## config.mk

```make
export PLATFORM = sky130hd
export DESIGN_NAME = mult_div_unit
export DESIGN_NICKNAME = d
export VERILOG_FILES = /design/src/rtl/mult_div_unit.sv
export SDC_FILE = /design/constraint.sdc
export NUM_CORES = 1
export LEC_CHECK = 0
export ABC_CLOCK_PERIOD_IN_PS = 5900
export BUFFER_PORTS_ARGS = -buffer_cell sky130_fd_sc_hd__buf_2
export CAP_MARGIN = 20
export CORE_AREA = 2 2 175 177
export DETAILED_ROUTE_END_ITERATION = 8
export DIE_AREA = 0 0 177 179
export PLACE_DENSITY_LB_ADDON = 0.05
export SYNTH_ARGS = -nofsm -noshare
export SYNTH_HDL_FRONTEND = slang
export SYNTH_SLANG_ARGS = --single-unit
```

## constraint.sdc

```tcl
create_clock -name clk -period 5.9 [get_ports clk]
set_clock_uncertainty 0.05 [all_clocks]
set_input_delay 0.59 -clock clk [delete_from_list [all_inputs] [get_ports clk]]
set_output_delay 0.59 -clock clk [all_outputs]
set_load 0.02 [all_outputs]
```

## src/rtl/mult_div_unit.sv

```systemverilog
// Iterative 32-bit multiply/divide unit with architectural HI/LO registers.
// Handles one bit per cycle (shift-add multiply, restoring divide) with signed support.
module mult_div_unit (
  input  logic        clk,
  input  logic        reset,
  input  logic        start,
  input  logic [1:0]  op,
  input  logic [31:0] a,
  input  logic [31:0] b,
  input  logic        mthi,
  input  logic        mtlo,
  input  logic [31:0] wdata,
  output logic        busy,
  output logic        done,
  output logic [31:0] hi,
  output logic [31:0] lo
);

  localparam int unsigned W  = 32;
  localparam int unsigned CW = 5;

  typedef enum logic [1:0] {S_IDLE, S_RUN, S_FIXUP} state_t;

  state_t          r_state, w_state_nxt;
  logic [CW-1:0]   r_cnt;
  logic [2*W-1:0]  r_acc;
  logic [W-1:0]    r_d, r_a, r_hi, r_lo;
  logic            r_is_div, r_neg_q, r_neg_r, r_dz, r_busy, r_done;

  logic            w_idle_free, w_accept, w_signed;
  logic [W-1:0]    w_abs_a, w_abs_b, w_addend;
  logic [W:0]      w_sum, w_rem, w_diff;
  logic [2*W-1:0]  w_mul_nxt, w_div_nxt, w_prod;
  logic [W-1:0]    w_quo, w_remf;

  // busy trails the state by one cycle, so IDLE only accepts work once busy is low
  assign w_idle_free = (r_state == S_IDLE) && !r_busy;
  assign w_accept    = w_idle_free && start;
  assign w_signed    = ~op[0];
  assign w_abs_a     = (w_signed && a[W-1]) ? (W'(0) - a) : a;
  assign w_abs_b     = (w_signed && b[W-1]) ? (W'(0) - b) : b;

  // One shift-add multiply step: accumulate into the upper half, shift right
  assign w_addend  = r_acc[0] ? r_d : W'(0);
  assign w_sum     = {1'b0, r_acc[2*W-1:W]} + {1'b0, w_addend};
  assign w_mul_nxt = {w_sum, r_acc[W-1:1]};

  // One restoring divide step: partial remainder in the upper half, quotient bits shift in below
  assign w_rem     = r_acc[2*W-1:W-1];
  assign w_diff    = w_rem - {1'b0, r_d};
  assign w_div_nxt = w_diff[W] ? {r_acc[2*W-2:0], 1'b0}
                               : {w_diff[W-1:0], r_acc[W-2:0], 1'b1};

  assign w_prod = r_neg_q ? ((2*W)'(0) - r_acc) : r_acc;
  assign w_quo  = r_neg_q ? (W'(0) - r_acc[W-1:0]) : r_acc[W-1:0];
  assign w_remf = r_neg_r ? (W'(0) - r_acc[2*W-1:W]) : r_acc[2*W-1:W];

  always_comb begin
    w_state_nxt = r_state;
    case (r_state)
      S_IDLE:  if (w_accept) w_state_nxt = S_RUN;
      S_RUN:   if (r_cnt == CW'(0)) w_state_nxt = S_FIXUP;
      S_FIXUP: w_state_nxt = S_IDLE;
      default: w_state_nxt = S_IDLE;
    endcase
  end

  always_ff @(posedge clk or posedge reset) begin
    if (reset) r_state <= S_IDLE;
    else       r_state <= w_state_nxt;
  end

  always_ff @(posedge clk or posedge reset) begin
    if (reset) begin
      r_cnt    <= '0;
      r_acc    <= '0;
      r_d      <= '0;
      r_a      <= '0;
      r_hi     <= '0;
      r_lo     <= '0;
      r_is_div <= 1'b0;
      r_neg_q  <= 1'b0;
      r_neg_r  <= 1'b0;
      r_dz     <= 1'b0;
      r_busy   <= 1'b0;
      r_done   <= 1'b0;
    end else begin
      r_busy <= (r_state != S_IDLE);
      r_done <= (r_state == S_FIXUP);
      case (r_state)
        S_IDLE: begin
          if (w_accept) begin
            r_is_div <= op[1];
            r_cnt    <= CW'(31);
            r_acc    <= {W'(0), w_abs_a};
            r_d      <= w_abs_b;
            r_a      <= a;
            r_neg_q  <= w_signed && (a[W-1] ^ b[W-1]);
            r_neg_r  <= w_signed && a[W-1];
            r_dz     <= op[1] && (b == W'(0));
          end else if (w_idle_free) begin
            if (mthi) r_hi <= wdata;
            if (mtlo) r_lo <= wdata;
          end
        end
        S_RUN: begin
          r_acc <= r_is_div ? w_div_nxt : w_mul_nxt;
          if (r_cnt != CW'(0)) r_cnt <= r_cnt - CW'(1);
        end
        S_FIXUP: begin
          if (!r_is_div) begin
            r_hi <= w_prod[2*W-1:W];
            r_lo <= w_prod[W-1:0];
          end else if (r_dz) begin
            r_hi <= r_a;
            r_lo <= '1;
          end else begin
            r_hi <= w_remf;
            r_lo <= w_quo;
          end
        end
        default: ;
      endcase
    end
  end

  assign busy = r_busy;
  assign done = r_done;
  assign hi   = r_hi;
  assign lo   = r_lo;

endmodule

```

==> flow_summary.json <==
{
  "status": "completed",
  "p_leak_nw": 8.03,
  "grt_start_max_net_pins": 150,
  "crit_arrival_ps": 5100,
  "hold_viol": 0,
  "htreeDepth": 1,
  "yosys.area.top_type": "dfrtp_1",
  "ctsResizeCount": 0,
  "async_flop_share_pct": 100,
  "multi_input_area_um2": 10300,
  "cap_viol_max_count": 0,
  "start_kind": "flop",
  "worstHoldPathType": "in -> async",
  "crit_fanout": 30,
  "nFillCells": 2880,
  "ant_nets": 0,
  "grt_use_total_pct": 36.4,
  "start_util_pct": 54.1,
  "ys_ff_latch": 205,
  "clkTransAtPathRegs_ps": 60,
  "numPortBuffers": 168,
  "synth.distinct_cells": 72,
  "drive_gt1_share_pct": 11.9,
  "max_freq_mhz": 214,
  "yosysSeqAreaShare_pct": 31.6,
  "clock-sinks": 205,
  "cts_buffers": 25,
  "setup_viol": 0,
  "grt.met3_usage_pct": 7.80,
  "route.detailed.drc": 0,
  "hold_buffers": 0,
  "first_iter_violations": 1921,
  "antenna_found_initial": 1,
  "rows": 64,
  "finalWirelength_mm": 57.9,
  "fp.dieArea_um2": 31700,
  "synth_edf_count": 0,
  "cp_common_cell": "a21oi_1",
  "cp-end-kind": "flop",
  "regArea_um2": 5130,
  "ys_top_cells_by_count": "317 x nand2_1, 231 x o21ai_0, 205 x dfrtp_1",
  "use_met2_pct": 53.3,
  "cpMaxStageDelayCell": "o311ai_0",
  "wl_per_cell_um": 22.6,
  "gp_congestion": 1.00,
  "synth_top_area_share_pct": 31.6,
  "gr-total-overflow": 0,
  "gr-usage-met1_pct": 54.4,
  "syn_nets": 2240,
  "clock_path_buffers": 3,
  "rrSetupSlack_ps": 1220,
  "rr_worst_depth": 13,
  "reg2reg_to": "r_acc[57]",
  "hpwlAfterDp_mm": 43.5,
  "grt.busiest_layer": "met1",
  "coreArea_um2": 30000,
  "hold_ws_ps": 152,
  "final.min_clock_period_ps": 4680,
  "r2r-start": "r_acc[31]",
  "synth_area_leaders": "dfrtp_1 32%, nand2_1 7.3%, o21ai_0 7.1%",
  "viasPerCell": 6.42,
  "grt_pass1_vias": 15100,
  "post_cts_buffers": 0,
  "fp.dieW_um": 177,
  "dieHeight_um": 179,
  "tns_ps": 0,
  "slew-limit-headroom_pct": 23.2,
  "crit_chain": "inv_1 -> ha_1 -> fa_1 -> nand2b_1 -> a21oi_1 -> o21ai_0 -> o311ai_0 -> a21oi_1 -> xnor2_2 -> buf_4 -> nand2_1 -> a31o_2 -> o211ai_1",
  "fin_crit_sh_pct": 79.3,
  "ios": 169,
  "yosysWarnings": 0,
  "nets": 2323,
  "synthesis.area_um2": 16200,
  "num_vias": 16500,
  "synth_area_per_cell_um2": 7.86,
  "cp_slowest_stage_delay_ps": 600,
  "grt_pass1_wl_mm": 89.1,
  "maxSlewViolCount": 0,
  "syn_inst": 2065,
  "cts_tree": "done",
  "synth_most_common_cell": "nand2_1",
  "worstMarginPinSlew_ps": 1150,
  "insertion_delay_ps": 570,
  "cp.required_ps": 6320,
  "synth_flop_cell": "dfrtp_1",
  "rsz0062_at_grt": "no",
  "cts_root_buf": "clkbuf_16",
  "powerDensity_nw_per_um2": 686,
  "drtPass1Iterations": 6,
  "critPathKind": "reg -> reg",
  "ir_drop_mv": 0.295,
  "area_delta_synth_final_pct": 11.8
}
power by group:
group          total (W)  internal [W]  switching (W)  leakage, nW
combinational    0.00757       0.00292        0.00465         5.09
clock            0.00172       0.00104       0.000682        0.447
sequential       0.00316       0.00210        0.00106         2.50
total             0.0125       0.00606        0.00639         8.03
state kept, by name, indices dropped and copies added, names as in the netlist, 2 cells and up:
register and flops:
r_cnt 5, hi 32, r_acc 64, r_a 32
r_state 2, lo 32, r_d 32
per-stage QoR:
stage	total power, W	std cells	util [%]	setup slack, ps	instance area (um^2)
floorplan	0.00823	2065	-	2560	16200
global placement	0.0104	2517	57.4	1450	17200
detailed placement	0.0105	2517	57.4	1320	17200
CTS	0.0122	2563	60.4	1320	18200
global route	0.0133	2564	60.5	1050	18200
finish	0.0125	2564	60.5	1220	18200
cells by family after synthesis:
kind of cell               count (synthesis)  synth area share [%]
AOI/OAI and AO/OA                        671                  25.9
xor gates and xnor gates                 170                  9.17
adders and majority gates                 72                  5.64
buffers and inverters                    208                  4.89
DFF                                      205                  31.6
muxes                                     64                  3.95
and+or+nand+nor                          675                  18.9
per-layer routing:
metal	part of all wire [%]	wire length (um)
met5	0	0
met1	45	25900
met2	42	24400
met4	2.6	1520
met3	10	6020
critical path: cells and delay by family, from the launching register on:
family                     cells  cell delay (ps)
xor gates and xnor gates       1              480
and+or+nand+nor                2              420
AOI/OAI and AO/OA              6             1710
DFF                            1              500
buffers and inverters          2              760
adders and majority gates      2              680
cell usage in the layout, fill, tap and decap left out, types with 20 or more instances in the layout:
master and count:
ha_1 70, nor2_1 135, nor3_1 35, clkbuf_16 25, nand3_1 31, a21oi_1 129, nand2_1 317, nand2b_1 25
o31ai_1 25, o22ai_1 47, dfrtp_1 203, a31oi_1 20, a211oi_1 24, buf_2 168, o211ai_1 35, xor2_1 76
xnor2_1 93, mux2i_1 63, a21o_1 30, o21ai_0 231, inv_1 73, or3_1 33
worst max-delay path by stage:
stage,start,to,slack [ps],cells after the start
global placement,r_acc[31],r_acc[57],1450,13
floorplan,r_acc[31],r_acc[60],2560,12
finish,r_acc[31],r_acc[57],1220,13
CTS,r_acc[31],r_acc[57],1320,13
global route,r_acc[31],r_acc[57],1050,13
detailed placement,r_acc[31],r_acc[57],1320,13
layout make-up:
cell class	count	share of cell area, %
antenna	1	0.0138
clock buffer	32	3.76
clock inverter	14	1.22
inverter	76	1.59
multi-input combinational	1652	56.9
sequential	205	28.3
tap	396	2.73
timing repair buffer	188	5.53
Power figures use the tool's default switching activity.
